**src/rtl/seg_pkg.sv**
```systemverilog
// Shared definitions for the four-digit seven-segment scanner.
// Holds the default refresh divider, the digit count, the digit index type,
// the all-off drive patterns and the 16-entry active-low hex glyph table
// (bit 0 = segment a ... bit 6 = segment g).
package seg_pkg;

  localparam int unsigned REFRESH_DIV_DEFAULT = 100000;
  localparam int unsigned NUM_DIGITS          = 4;

  typedef logic [1:0] digit_idx_t;

  localparam logic [3:0] AN_OFF  = 4'b1111;
  localparam logic [6:0] SEG_OFF = 7'b1111111;

  // Entry n is the glyph for nibble value n; listed from F down to 0.
  localparam logic [15:0][6:0] GLYPH_TABLE = {
    7'b0001110,  // F
    7'b0000110,  // E
    7'b0100001,  // d
    7'b1000110,  // C
    7'b0000011,  // b
    7'b0001000,  // A
    7'b0010000,  // 9
    7'b0000000,  // 8
    7'b1111000,  // 7
    7'b0000010,  // 6
    7'b0010010,  // 5
    7'b0011001,  // 4
    7'b0110000,  // 3
    7'b0100100,  // 2
    7'b1111001,  // 1
    7'b1000000   // 0
  };

endpackage

```
**src/rtl/hex7seg.sv**
```systemverilog
// Combinational hex-to-seven-segment decoder.
// Ports:
//   i_nibble - 4-bit hex value
//   o_seg    - active-low segments, o_seg[0]=a ... o_seg[6]=g
module hex7seg
  import seg_pkg::*;
(
  input  logic [3:0] i_nibble,
  output logic [6:0] o_seg
);

  // Table lookup of the glyph for the selected nibble.
  always_comb begin
    o_seg = GLYPH_TABLE[i_nibble];
  end

endmodule

```
**src/rtl/seg_scan.sv**
```systemverilog
// Time-multiplexed driver for a four-digit common-anode seven-segment display.
// A prescaler divides clk into digit slots of REFRESH_DIV cycles; a 2-bit
// index walks the digits 0..3. Displayed values come from shadow registers
// that are only updated while load is high. All outputs are registered and
// follow the index/shadow state with one clock of latency.
// Ports:
//   clk    - clock, rising edge
//   rst_n  - synchronous active-low reset
//   load   - capture digits/blank/dp_in into the shadow registers
//   digits - four hex nibbles, digits[4k+3:4k] is digit k (k=0 rightmost)
//   blank  - blank[k]=1 switches digit k fully off
//   dp_in  - dp_in[k]=1 lights the decimal point of digit k
//   an     - active-low digit anodes, at most one low
//   seg    - active-low segment cathodes, seg[0]=a ... seg[6]=g
//   dp     - active-low decimal-point cathode
module seg_scan
  import seg_pkg::*;
#(
  parameter int unsigned REFRESH_DIV = REFRESH_DIV_DEFAULT
) (
  input  logic        clk,
  input  logic        rst_n,
  input  logic        load,
  input  logic [15:0] digits,
  input  logic [3:0]  blank,
  input  logic [3:0]  dp_in,
  output logic [3:0]  an,
  output logic [6:0]  seg,
  output logic        dp
);

  localparam int unsigned      CNT_W = (REFRESH_DIV > 1) ? $clog2(REFRESH_DIV) : 1;
  localparam logic [CNT_W-1:0] TERM  = CNT_W'(REFRESH_DIV - 1);
  localparam logic [CNT_W-1:0] ONE   = CNT_W'(1);

  logic [CNT_W-1:0] r_presc;
  digit_idx_t       r_idx;
  logic [15:0]      r_digits;
  logic [3:0]       r_blank;
  logic [3:0]       r_dp_sh;
  logic [3:0]       r_an;
  logic [6:0]       r_seg;
  logic             r_dp;

  logic             w_tick;
  logic [3:0]       w_nibble;
  logic [6:0]       w_glyph;
  logic [3:0]       w_an_nxt;
  logic [6:0]       w_seg_nxt;
  logic             w_dp_nxt;

  // Slot tick at the prescaler terminal count.
  always_comb begin
    w_tick = (r_presc == TERM);
  end

  // Select the nibble and the anode pattern of the digit currently indexed.
  always_comb begin
    w_nibble = 4'h0;
    w_an_nxt = AN_OFF;
    case (r_idx)
      2'd0: begin
        w_nibble = r_digits[3:0];
        w_an_nxt = 4'b1110;
      end
      2'd1: begin
        w_nibble = r_digits[7:4];
        w_an_nxt = 4'b1101;
      end
      2'd2: begin
        w_nibble = r_digits[11:8];
        w_an_nxt = 4'b1011;
      end
      2'd3: begin
        w_nibble = r_digits[15:12];
        w_an_nxt = 4'b0111;
      end
      default: begin
        w_nibble = 4'h0;
        w_an_nxt = AN_OFF;
      end
    endcase
  end

  hex7seg u_hex7seg (
    .i_nibble (w_nibble),
    .o_seg    (w_glyph)
  );

  // A blanked digit keeps its slot time but drives everything off.
  always_comb begin
    w_seg_nxt = SEG_OFF;
    w_dp_nxt  = 1'b1;
    if (r_blank[r_idx]) begin
      w_seg_nxt = SEG_OFF;
      w_dp_nxt  = 1'b1;
    end else begin
      w_seg_nxt = w_glyph;
      w_dp_nxt  = ~r_dp_sh[r_idx];
    end
  end

  // Prescaler, digit index, shadow registers and registered display outputs.
  always_ff @(posedge clk) begin
    if (!rst_n) begin
      r_presc  <= '0;
      r_idx    <= 2'd0;
      r_digits <= 16'h0000;
      r_blank  <= 4'b1111;
      r_dp_sh  <= 4'b0000;
      r_an     <= AN_OFF;
      r_seg    <= SEG_OFF;
      r_dp     <= 1'b1;
    end else begin
      if (w_tick) begin
        r_presc <= '0;
        r_idx   <= r_idx + 2'd1;
      end else begin
        r_presc <= r_presc + ONE;
      end
      if (load) begin
        r_digits <= digits;
        r_blank  <= blank;
        r_dp_sh  <= dp_in;
      end
      r_an  <= r_blank[r_idx] ? AN_OFF : w_an_nxt;
      r_seg <= w_seg_nxt;
      r_dp  <= w_dp_nxt;
    end
  end

  assign an  = r_an;
  assign seg = r_seg;
  assign dp  = r_dp;

endmodule
```
**config.mk**
```make
export PLATFORM = sky130hd
export DESIGN_NAME = seg_scan
export DESIGN_NICKNAME = d
export VERILOG_FILES = /design/src/rtl/seg_pkg.sv /design/src/rtl/hex7seg.sv /design/src/rtl/seg_scan.sv
export SDC_FILE = /design/constraint.sdc
export NUM_CORES = 1
export LEC_CHECK = 0
export BUFFER_PORTS_ARGS = -buffer_cell sky130_fd_sc_hd__buf_2
export CORE_ASPECT_RATIO = 0.6
export CORE_UTILIZATION = 56
export DETAILED_ROUTE_END_ITERATION = 10
export PLACE_DENSITY = 0.9
export REMOVE_ABC_BUFFERS = 1
export SLEW_MARGIN = 5
export SYNTH_ARGS = -nofsm -noshare
export SYNTH_HDL_FRONTEND = slang
export SYNTH_SLANG_ARGS = --single-unit
```
**constraint.sdc**
```tcl
create_clock -name clk -period 3.3 [get_ports clk]
set_clock_uncertainty 0.2 [all_clocks]
set_input_delay 0.495 -clock clk [delete_from_list [all_inputs] [get_ports clk]]
set_output_delay 0.495 -clock clk [all_outputs]
set_load 0.05 [all_outputs]
```
# After elaboration in Yosys (flattened, before gate mapping)
# Memory sizes are Yosys's and may differ from the RTL's. A register that Yosys moved wholly into a read port is not among the register bits.
# Cells that the tools add are included.
[word_totals] ff_bits=48 n_memories=1 mem_bits_ro=112 word_cells=26
[memory_table] name="(no name shown)" words=16 width=7 read_ports=1 rd_ports_with_merged_regs=1 write_ports=0 line_no="hex7seg.sv:14" source="o_seg = GLYPH_TABLE[i_nibble];"
[classes] add_sub_neg=2 n_eq_ne=4 bitwise=2 n_lt_le_gt_ge=1 n_mux=6 reduce_logical=3
[ops] op="4-bit one-hot mux with 4 select lines" n=2
[ops] op="17-bit by 1-bit adder with 17-bit output, second input constant" n=1
[ops] op="17-bit == test, second input constant" n=1
[ops] op="1-bit binary-select mux with 2-bit select" n=2
[ops] op="2-bit == test, second input constant" n=2
[ops] op="2-bit OR reduction" n=2
[ops] op="2-bit by 3-bit < comparator with 1-bit output, second input constant" n=1
[ops] op="2-bit by 1-bit adder with 2-bit output, second input constant" n=1
[ops] op="2-bit by 1-bit == test with 1-bit output, second input constant" n=1
[ops] op="2-bit logical NOT" n=1
[ops] op="1-bit two-way mux" n=2
[ops] op="1-bit inverter" n=2

# Depth between registers and ports, before layout
# Gate-level depths: netlist (run 1).
[depth] word_depth=3 mapped_depth=10

# By module
# Synthesis (run 1) repeated with hierarchy kept, for this count alone.
[hier_totals] cells_unflattened=256 hier_area_um2=2488.6
[by_module_without_submodules] module="seg_scan" n_inst=1 cells_per_inst=221 area_each_um2=2240.9 seq_area_each_um2=1101.1
[by_module_without_submodules] module="hex7seg" n_inst=1 cells_per_inst=35 area_each_um2=247.7 seq_area_each_um2=0.0

# Worst setup path after synthesis (run 1)
# No wires, ideal clock.
[synth_timing] path_type="register to register" startpoint="register r_idx[0]" endpoint="register r_seg[5], in the netlist seg[5]" path_stages_with_launch=11 slack_ns=0.851 required_ns=2.978 setup_time_ns=0.122 arrival_ns=2.127 synth_period_minus_slack_ns=2.449 path_cell_list="dfxtp_1 inv_1 ha_1 a222oi_1 mux2_2 inv_1 ha_1 inv_1 a211oi_1 o21bai_1 a221o_1"
[synth_via] elab_chain_cells=3 elab_cells_between_ends=8 cone_classes="eq/ne (3); mux (3); reduce/logical (2)"
[synth_rtl] item="start, declared" line_no="seg_scan.sv:37" source="digit_idx_t r_idx;"
[synth_rtl] item="start signal, assigned" line_no="seg_scan.sv:117" source="r_idx <= r_idx + 2'd1;"
[synth_rtl] item="1-bit binary-select mux with 2-bit select" line_no="seg_scan.sv:94" source="if (r_blank[r_idx]) begin"
[synth_rtl] item="1-bit two-way mux (implied by the code)" line_no="seg_scan.sv:94"
[synth_rtl] item="2-bit OR reduction (no source line)"
[synth_rtl] item="end, declared" line_no="seg_scan.sv:42" source="logic [6:0] r_seg;"
# Several ways; a longest one is shown, not always the timed one. The select of a mux whose other input is x is not followed.
# A chain may end at the register's enable or synchronous reset.

# Worst setup path after layout (run 1)
# Ends and elaborated chain as after synthesis.

==> results of run 1 <==
cell families (layout without fill, tap and decap cells):
logic type / after synthesis / in the layout / share of synthesized area
buf+inv: 19 / 56 / 0.03350
compound gates: 35 / 35 / 0.09696
flops: 55 / 55 / 0.4467
mux: 30 / 30 / 0.1335
simple gates: 83 / 83 / 0.1873
fa+ha+maj: 11 / 11 / 0.05584
xor+xnor: 13 / 13 / 0.04619
cells in the final DEF, fill, tap and decap left out, types with 5 or more instances in the layout:
cell type	count
dfxtp_1	55
nand3_1	7
nor2b_1	23
inv_1	10
a211oi_1	5
ha_1	11
mux2i_1	25
clkbuf_8	5
buf_2	38
xnor2_1	7
nand4_1	5
xor2_1	6
o21ai_0	5
a21oi_1	8
nor2_1	12
nand2_1	13
cells in the mapped netlist (4+ instances only):
cell      instances
nand3_1           7
a211oi_1          5
xnor2_1           7
nor2b_1          23
mux2i_1          25
nor2_1           12
xor2_1            6
nand4_1           5
nand2_1          13
o21ai_0           5
nor4_1            4
ha_1             11
dfxtp_1          55
a21oi_1           8
clkbuf_1          5
inv_1            10
metal layers:
layer  global-route usage  share of wire
met5                    0              0
met1               0.3340           0.51
met2               0.3177           0.39
met3              0.06396          0.080
met4              0.09563          0.017
power breakdown:
group | internal, mW | total, mW | switching, mW
Clock | 0.303 | 0.513 | 0.210
Combinational | 0.0528 | 0.122 | 0.0694
Sequential | 0.688 | 0.703 | 0.0156
per-stage QoR:
stage	hold slack (ps)	cells	util	area [µm²]
4_1_cts	204.0	343	0.6763	2818
3_3_place_gp	255.6	335	0.6444	2685
2_1_floorplan	234.3	237	-	2420
5_1_grt	202.7	343	0.6763	2818
3_5_place_dp	264.7	335	0.6444	2685
6_report	204.5	343	0.6763	2818
flip-flops by register name (all words and copies together) (netlist names):
signal,flops
an,4
dp,1
r_blank,4
r_digits,16
r_dp_sh,4
r_idx,2
r_presc,17
seg,7
layout make-up:
class,instances,share of cell area
inverters,10,0.01332
clock inverters,2,0.02131
clock buffers,6,0.02575
repair buffers,38,0.06750
flip-flops and latches,55,0.3908
multi-input cells,172,0.4547
well taps,60,0.02664
critical path: cells and delay by family (launching register included):
family	cells	cell delay [ps]
fa+ha+maj	2	480
compound gates	4	930
mux	1	310
buf+inv	3	300
flops	1	480
worst min-delay path by stage:
| stage | start | to | slack, ps | cells after the start |
|---|---|---|---|---|
| 2_1_floorplan | r_blank[2]$_SDFFE_PN1P_ | r_blank[2]$_SDFFE_PN1P_ | 230 | 2 |
| 3_3_place_gp | r_blank[1]$_SDFFE_PN1P_ | r_blank[1]$_SDFFE_PN1P_ | 260 | 2 |
| 3_5_place_dp | r_blank[1]$_SDFFE_PN1P_ | r_blank[1]$_SDFFE_PN1P_ | 260 | 2 |
| 4_1_cts | blank[0] | r_blank[0]$_SDFFE_PN1P_ | 200 | 3 |
| 5_1_grt | blank[0] | r_blank[0]$_SDFFE_PN1P_ | 200 | 3 |
| 6_report | blank[0] | r_blank[0]$_SDFFE_PN1P_ | 200 | 3 |
==> results.json, run 1 <==
{
  "firstDrtPassIters": 5,
  "power.density_mw_per_mm2": 475.1,
  "slowest_stage": "dfxtp_1",
  "drc": 0,
  "postCtsHoldBufs": 0,
  "cp-end-kind": "flop",
  "dieArea_mm2": 0.004680,
  "clkSinkCount": 55,
  "grt_pass1_wl_mm": 7.845,
  "area_growth_pct": 14.31,
  "fillerInstances": 313,
  "finalSetupViolCount": 0,
  "cp_common_cell": "inv_1",
  "maxSlewViolCount": 0,
  "timing.rr.start": "r_idx[0]$_SDFFE_PN0N_",
  "clk_pin_slew_ps": 90,
  "status": "finished clean",
  "regArea_mm2": 0.001101,
  "max_freq_ghz": 0.3574,
  "core_mm2": 0.004167,
  "num-nets-final": 320,
  "r2r_cells": 10,
  "cts_tree": "done",
  "n_antenna_cell": 0,
  "r2r_slack_ps": 500,
  "fin_crit_ps": 2798,
  "yosys-top-cells-area": "dfxtp_1, mux2i_1, nor2b_1",
  "cts_root_buf": "clkbuf_8",
  "total_leakage_power_nw": 1.143,
  "htreeDepth": 2,
  "path_max_fanout": 7,
  "tns_ps": 0,
  "multi_input_area_mm2": 0.001281,
  "grt_pass1_vias": 1571,
  "synth_seq_cells": 55,
  "cts_inserted_buffers": 5,
  "cts.repair.resized": 0,
  "die_h_um": 53.39,
  "wl_mm": 4.921,
  "synthArstFlopShare": 0,
  "path_cells": "inv_1, ha_1, a222oi_1, mux2_2, inv_1, ha_1, inv_1, a211oi_1, o21bai_1, a221o_1",
  "die_w_um": 87.65,
  "postCtsSetupRepairBufs": 0,
  "holdCritPathClass": "primary input to flop",
  "setup_ws_ps": 502.0,
  "avgSynthCellArea_um2": 10.02,
  "dp_slack_ps": 600.5,
  "slew_headroom": 0.5385,
  "synth_warnings": 0,
  "gp_congestion": 0.8402,
  "ios": 39,
  "drt_first_iter_violations": 160,
  "start_util": 0.5916,
  "drt-wirelength-per-cell_um": 14.35,
  "crit_end": "seg[5]$_SDFF_PP1_",
  "gr-total-overflow": 0,
  "syn_area_mm2": 0.002465,
  "placementRows": 18,
  "dpl.hpwl_mm": 3.565,
  "antenna_left": 0,
  "synth_flop_cell": "dfxtp_1",
  "cp.required_ps": 3310,
  "synthCells": 246,
  "fin_crit_sh": 0.8479,
  "cp-start-kind": "flop",
  "synth_enable_flop_cells": 0,
  "ir_worst_vdd_v": 0.0002387,
  "crit_start": "r_idx[0]$_SDFFE_PN0N_",
  "drive_gt1_frac": 0.1837,
  "synth_top_area_frac": 0.4467,
  "p_total_mw": 1.339,
  "final_hold_viol_count": 0,
  "rsz0062_at_grt": "no",
  "viasPerCell": 5.522,
  "max_stage_delay_ps": 480,
  "worstPathArrival_ps": 2810,
  "yosys.area.top_type": "dfxtp_1",
  "clock_latency_ps": 310,
  "path_class": "flop to flop",
  "antenna_found_initial": 0,
  "synth_cell_types": 40,
  "drv_cap": 0,
  "grt_use_total": 0.2308,
  "via_count": 1894,
  "portBuffers": 38,
  "grt_max_degree": 32,
  "worst_pin_slew_ps": 692.3,
  "cts.path.max_buffers": 2,
  "ys_seq_area_frac": 0.4467,
  "r2r_end": "seg[5]$_SDFF_PP1_"
}
Note: power is estimated with default switching activity, not from simulation.
==> inputs of run 2 (changes only) <==
- CORE_UTILIZATION: 56 -> 50
- PLACE_DENSITY: 0.9 -> 0.86
- clock period: 3.3 -> 2.28 ns (I/O delays scaled with it)
==> run 2 against run 1 <==
- the flow now finishes with violations (setup timing)
- setup slack worse by 510 ps
- register-to-register slack worse by 510 ps
- sequential share of layout area is 2.3 points lower
- via count is 4.3% higher
- final cell count is 6.7% higher
- critical endpoint unchanged
- routed wire length is 12% higher
- global-route usage is 1.8 points lower
- power is 31% higher
- non-clock buffer count is 21 higher
- critical path type unchanged
- critical path depth is 1 higher
==> results.json, run 2 (synthesis gave the netlist of run 1 again) <==
{
  "cts_tree": "done",
  "area_growth_pct": 22.13,
  "cts.path.max_buffers": 2,
  "path_class": "flop to flop",
  "dp_slack_ps": -73.59,
  "dieArea_mm2": 0.005224,
  "maxSlewViolCount": 0,
  "max_stage_delay_ps": 380,
  "layout_commonest_cell": "dfxtp_1",
  "finalSetupViolCount": 1,
  "largest-register": "r_presc",
  "total_leakage_power_nw": 1.235,
  "fin_crit_ps": 2284,
  "num-nets-final": 341,
  "slowest_stage": "dfxtp_4",
  "cts_root_buf": "clkbuf_8",
  "cts_inserted_buffers": 5,
  "ir_worst_vdd_v": 0.0003162,
  "antenna_left": 0,
  "via_count": 1975,
  "die_w_um": 92.65,
  "setup_ws_ps": -4.460,
  "gp_congestion": 0.9069,
  "drv_cap": 0,
  "final_hold_viol_count": 0,
  "viasPerCell": 5.396,
  "grt_use_total": 0.2129,
  "cp-end-kind": "flop",
  "cp.required_ps": 2280,
  "cp_common_cell": "inv_1",
  "start_util": 0.5290,
  "max_freq_ghz": 0.4377,
  "path_max_fanout": 5,
  "antenna_found_initial": 0,
  "htreeDepth": 2,
  "core_mm2": 0.004659,
  "n_antenna_cell": 0,
  "status": "complete, but fails checks",
  "placementRows": 19,
  "clock_latency_ps": 310,
  "cp-start-kind": "flop",
  "gr-total-overflow": 0,
  "slew_headroom": 0.5084,
  "failed_checks": "setup timing",
  "firstDrtPassIters": 4,
  "drt_first_iter_violations": 105,
  "ios": 39,
  "tns_ps": -4.460,
  "fin_crit_sh": 1.002,
  "worstPathArrival_ps": 2290,
  "drt-wirelength-per-cell_um": 15.11,
  "drc": 0,
  "wl_mm": 5.531,
  "grt_pass1_wl_mm": 8.569,
  "p_total_mw": 1.752,
  "portBuffers": 38,
  "final_cell_mix": "dfxtp_1, buf_2, mux2i_1",
  "worst_pin_slew_ps": 737.4,
  "dpl.hpwl_mm": 3.902,
  "clk_pin_slew_ps": 90,
  "die_h_um": 56.39,
  "path_cells": "inv_1, ha_2, inv_1, buf_4, o2bb2ai_2, inv_1, ha_2, inv_1, a211oi_2, o21bai_1, a221o_1",
  "clkSinkCount": 55,
  "power.density_mw_per_mm2": 582.0,
  "grt_pass1_vias": 1769,
  "rsz0062_at_grt": "yes",
  "drive_gt1_frac": 0.2904,
  "holdCritPathClass": "primary input to flop",
  "grt_max_degree": 30,
  "largest_reg_flops": 17
}
run 2: cell types whose count changed in the layout (fill, tap and decap cells not counted), sizes merged:
| cell | before | now |
|---|---|---|
| buf | 38 | 59 |
| bufinv | 2 | 0 |
| clkinv | 0 | 1 |
run 2: final timing paths:
path                                            start                       to  slack (ps)  cells past startpoint
worst max-delay path            r_idx[1]$_SDFFE_PN0N_        seg[5]$_SDFF_PP1_          -4                     11
worst max register to register  r_idx[1]$_SDFFE_PN0N_        seg[5]$_SDFF_PP1_          -4                     11
worst min-delay path                         blank[1]  r_blank[1]$_SDFFE_PN1P_          50                      3
worst min register to register  r_presc[0]$_SDFF_PP0_    r_presc[0]$_SDFF_PP0_         290                      1
run 2: critical path: cells and delay by family (launching register included):
kind,cells,cell delay (ps)
AO/OA/AOI/OAI,4,650
buffers and inverters,5,530
adder cells (fa/ha/maj),2,420
flip-flops,1,380
run 2: timing repair:
item / in CTS / in global routing
resized for setup: 8 / 13
hold buffers: 0 / 0
endpoints found under the setup margin: 6 / 6
buffers inserted: 0 / 1
pin swaps: 2 / 4
run 2: per-stage QoR:
step | cell area (µm²) | hold WS, ps | util | instances
CTS | 2953 | 54.33 | 0.6337 | 365
global route | 3010 | 41.47 | 0.6461 | 366
floorplan | 2420 | 203.9 | - | 237
finish | 3010 | 51.47 | 0.6461 | 366
global placement | 2839 | 250.9 | 0.6093 | 358
detailed placement | 2839 | 271.2 | 0.6093 | 358
run 2: area by class of cell:
type / instances / area, µm²
clock buffer: 6 / 82.58
sequential: 55 / 1106
inverter: 10 / 37.54
clock inverter: 1 / 5.005
fill: 387 / 1649
multi-input combinational: 172 / 1353
timing repair buffer: 59 / 347.8
tap: 63 / 78.83
run 2: per-layer routing:
| metal | vias up | part of all wire | GRT usage |
|---|---|---|---|
| li1 | 984 | - | - |
| met1 | 906 | 0.50 | 0.3167 |
| met2 | 74 | 0.41 | 0.3005 |
| met3 | 11 | 0.067 | 0.05420 |
| met4 | 0 | 0.017 | 0.06374 |
| met5 | - | 0 | 0 |
run 2: where the power goes:
part	switching (mW)	leakage (nW)	total [mW]	internal, mW
clock	0.298	0.0470	0.537	0.239
combinational	0.108	0.737	0.199	0.0902
sequential	0.0220	0.451	1.02	0.994
total	0.429	1.23	1.75	1.32
==> inputs of run 3 (changes only) <==
- CORE_UTILIZATION: 50 -> 56
- PLACE_DENSITY: 0.86 -> 0.9
- clock period: 2.28 -> 2.35 ns (I/O delays scaled with it)
==> run 3 against run 2 <==
- the flow still finishes with violations (setup timing)
- utilization increased by 6.6 points
- clock power grew 6.5%
- clock-buffer cell count up 2
- hold slack better by 8.6 ps
- sequential share of layout area grew 0.64 points
==> results.json, run 3 (synthesis gave the netlist of run 1 again) <==
{
  "die_h_um": 53.39,
  "path_max_fanout": 5,
  "worst_pin_slew_ps": 714.5,
  "htreeDepth": 2,
  "cts_tree": "done",
  "num-nets-final": 333,
  "cp_common_cell": "buf_4",
  "swShare": 0.2477,
  "seq_power_share": 0.563,
  "placementRows": 18,
  "n_antenna_cell": 0,
  "r2r_cells": 8,
  "tns_ps": -61.74,
  "antenna_found_initial": 0,
  "slowest_stage": "dfxtp_4",
  "via_count": 2059,
  "clkSinkCount": 55,
  "whs_ps": 60.10,
  "die_w_um": 87.65,
  "gr-total-overflow": 0,
  "max_stage_delay_ps": 410,
  "hold_end": "r_blank[0]$_SDFFE_PN1P_",
  "r2r_slack_ps": -50,
  "holdCritPathClass": "primary input to flop",
  "holdPathStages": 3,
  "final_hold_viol_count": 0,
  "firstDrtPassIters": 5,
  "postCtsHoldBufs": 0,
  "combPwrFrac": 0.110,
  "cts_inserted_buffers": 5,
  "r2r_end": "seg[0]$_SDFF_PP1_",
  "gp_congestion": 0.8641,
  "use_met1": 0.3610,
  "area_growth_pct": 20.30,
  "path_class": "flop to flop",
  "grt_use_total": 0.2577,
  "layout_commonest_cell": "dfxtp_1",
  "ios": 39,
  "antenna_left": 0,
  "grt_max_degree": 25,
  "maxSlewViolCount": 0,
  "drv_cap": 0,
  "clock_latency_ps": 320,
  "rsz0062_at_grt": "yes",
  "switching_power_mw": 0.4336,
  "cp.required_ps": 2360,
  "grtUsageMet2": 0.3893,
  "drc": 0,
  "power.density_mw_per_mm2": 590.3,
  "total_leakage_power_nw": 1.197,
  "dpl.hpwl_mm": 4.004,
  "status": "complete, but fails checks",
  "viasPerCell": 5.784,
  "final_cell_mix": "dfxtp_1, buf_2, mux2i_1",
  "hp-start": "blank[0]",
  "internal_power_mw": 1.317,
  "portBuffers": 38,
  "fin_crit_sh": 1.019,
  "clk_pin_slew_ps": 100,
  "cp-start-kind": "flop",
  "path_cells": "inv_6, ha_4, buf_4, a222oi_1, buf_4, a21oi_1, xnor2_1, a211oi_1",
  "dp_slack_ps": -111.3,
  "max_freq_ghz": 0.4175,
  "cp-end-kind": "flop",
  "grt_pass1_wl_mm": 8.880,
  "finalSetupViolCount": 2,
  "worstPathArrival_ps": 2400,
  "core_mm2": 0.004167,
  "largest_reg_flops": 17,
  "drt_first_iter_violations": 149,
  "setup_ws_ps": -45.40,
  "cts_root_buf": "clkbuf_8",
  "grt_pass1_vias": 1816,
  "power_frac_clock": 0.327,
  "start_util": 0.5916,
  "grt.met3_usage": 0.06396,
  "dieArea_mm2": 0.004680,
  "largest-register": "r_presc",
  "cts.path.max_buffers": 2,
  "timing.rr.start": "r_idx[0]$_SDFFE_PN0N_",
  "drt-wirelength-per-cell_um": 16.90,
  "wl_mm": 6.018,
  "busiest_layer": "met2",
  "ir_worst_vdd_v": 0.0003553,
  "fillerInstances": 289,
  "slew_headroom": 0.5237,
  "failed_checks": "setup timing",
  "fin_crit_ps": 2395,
  "drive_gt1_frac": 0.2669
}
[run 3: cell count changes in the layout (fill, tap and decap cells not counted), moves of 2 or more]
cell | previous run | this run
a211oi_1 | 1 | 3
a211oi_2 | 4 | 2
buf_4 | 21 | 13
ha_2 | 3 | 1
ha_4 | 2 | 4
inv_1 | 9 | 6
[run 3: through the flow]
| step | std cells | instance area [µm²] | utilization | total power, mW |
|---|---|---|---|---|
| 2_1_floorplan | 237 | 2420 | - | 1.112 |
| 3_3_place_gp | 346 | 2768 | 0.6643 | 1.181 |
| 3_5_place_dp | 346 | 2768 | 0.6643 | 1.189 |
| 4_1_cts | 355 | 2887 | 0.6928 | 1.743 |
| 5_1_grt | 356 | 2965 | 0.7117 | 1.812 |
| 6_report | 356 | 2965 | 0.7117 | 1.750 |
[run 3: worst max-delay path: cells and delay by family, from the launching register on]
family | cells | cell delay (ps)
AO/OA/AOI/OAI | 3 | 920
XOR/XNOR | 1 | 190
adder cells (fa/ha/maj) | 1 | 160
buffers and inverters | 3 | 420
flip-flops | 1 | 410
[run 3: repair_timing]
item / CTS / global route
resized for setup: 6 / 19
endpoints found under the setup margin: 5 / 5
setup buffers: 1 / 1
pin swaps: 1 / 4
[run 3: area by class of cell]
class,count,area [µm²],share of cell area
multi-input cells,172,1349,0.4549
flip-flops and latches,55,1109,0.3738
repair buffers,51,287.8,0.09705
clock buffers,8,100.1,0.03376
well taps,60,75.07,0.02532
inverters,10,45.04,0.01519
[run 3: worst max path at each step]
stage	from	to	slack, ps	cells past startpoint
final	r_idx[0]$_SDFFE_PN0N_	seg[0]$_SDFF_PP1_	-50	8
after CTS	r_idx[1]$_SDFFE_PN0N_	seg[5]$_SDFF_PP1_	0.6	10
after global placement	r_idx[0]$_SDFFE_PN0N_	seg[5]$_SDFF_PP1_	30	10
after detailed placement	r_idx[0]$_SDFFE_PN0N_	seg[5]$_SDFF_PP1_	-110	11
after floorplan	r_idx[0]$_SDFFE_PN0N_	seg[5]$_SDFF_PP1_	-100	10
after global routing	r_idx[0]$_SDFFE_PN0N_	seg[0]$_SDFF_PP1_	-120	8
[run 3: power groups by stage]
| stage | clock network (mW) | registers, mW | logic [mW] |
|---|---|---|---|
| finish | 0.572 | 0.986 | 0.192 |
| global route | 0.613 | 0.990 | 0.209 |
| CTS | 0.572 | 0.987 | 0.184 |
| detailed placement | 0 | 1.01 | 0.181 |
| global placement | 0 | 1.01 | 0.174 |
| floorplan | 0 | 1.02 | 0.0907 |
[run 3: per-layer routing]
metal  up-vias  wire length [µm]  part of all wire
met2       104              2682              0.45
li1        965                 -                 -
met3        13               447             0.074
met5         -                 0                 0
met4         0                63             0.010
met1       977              2825              0.47
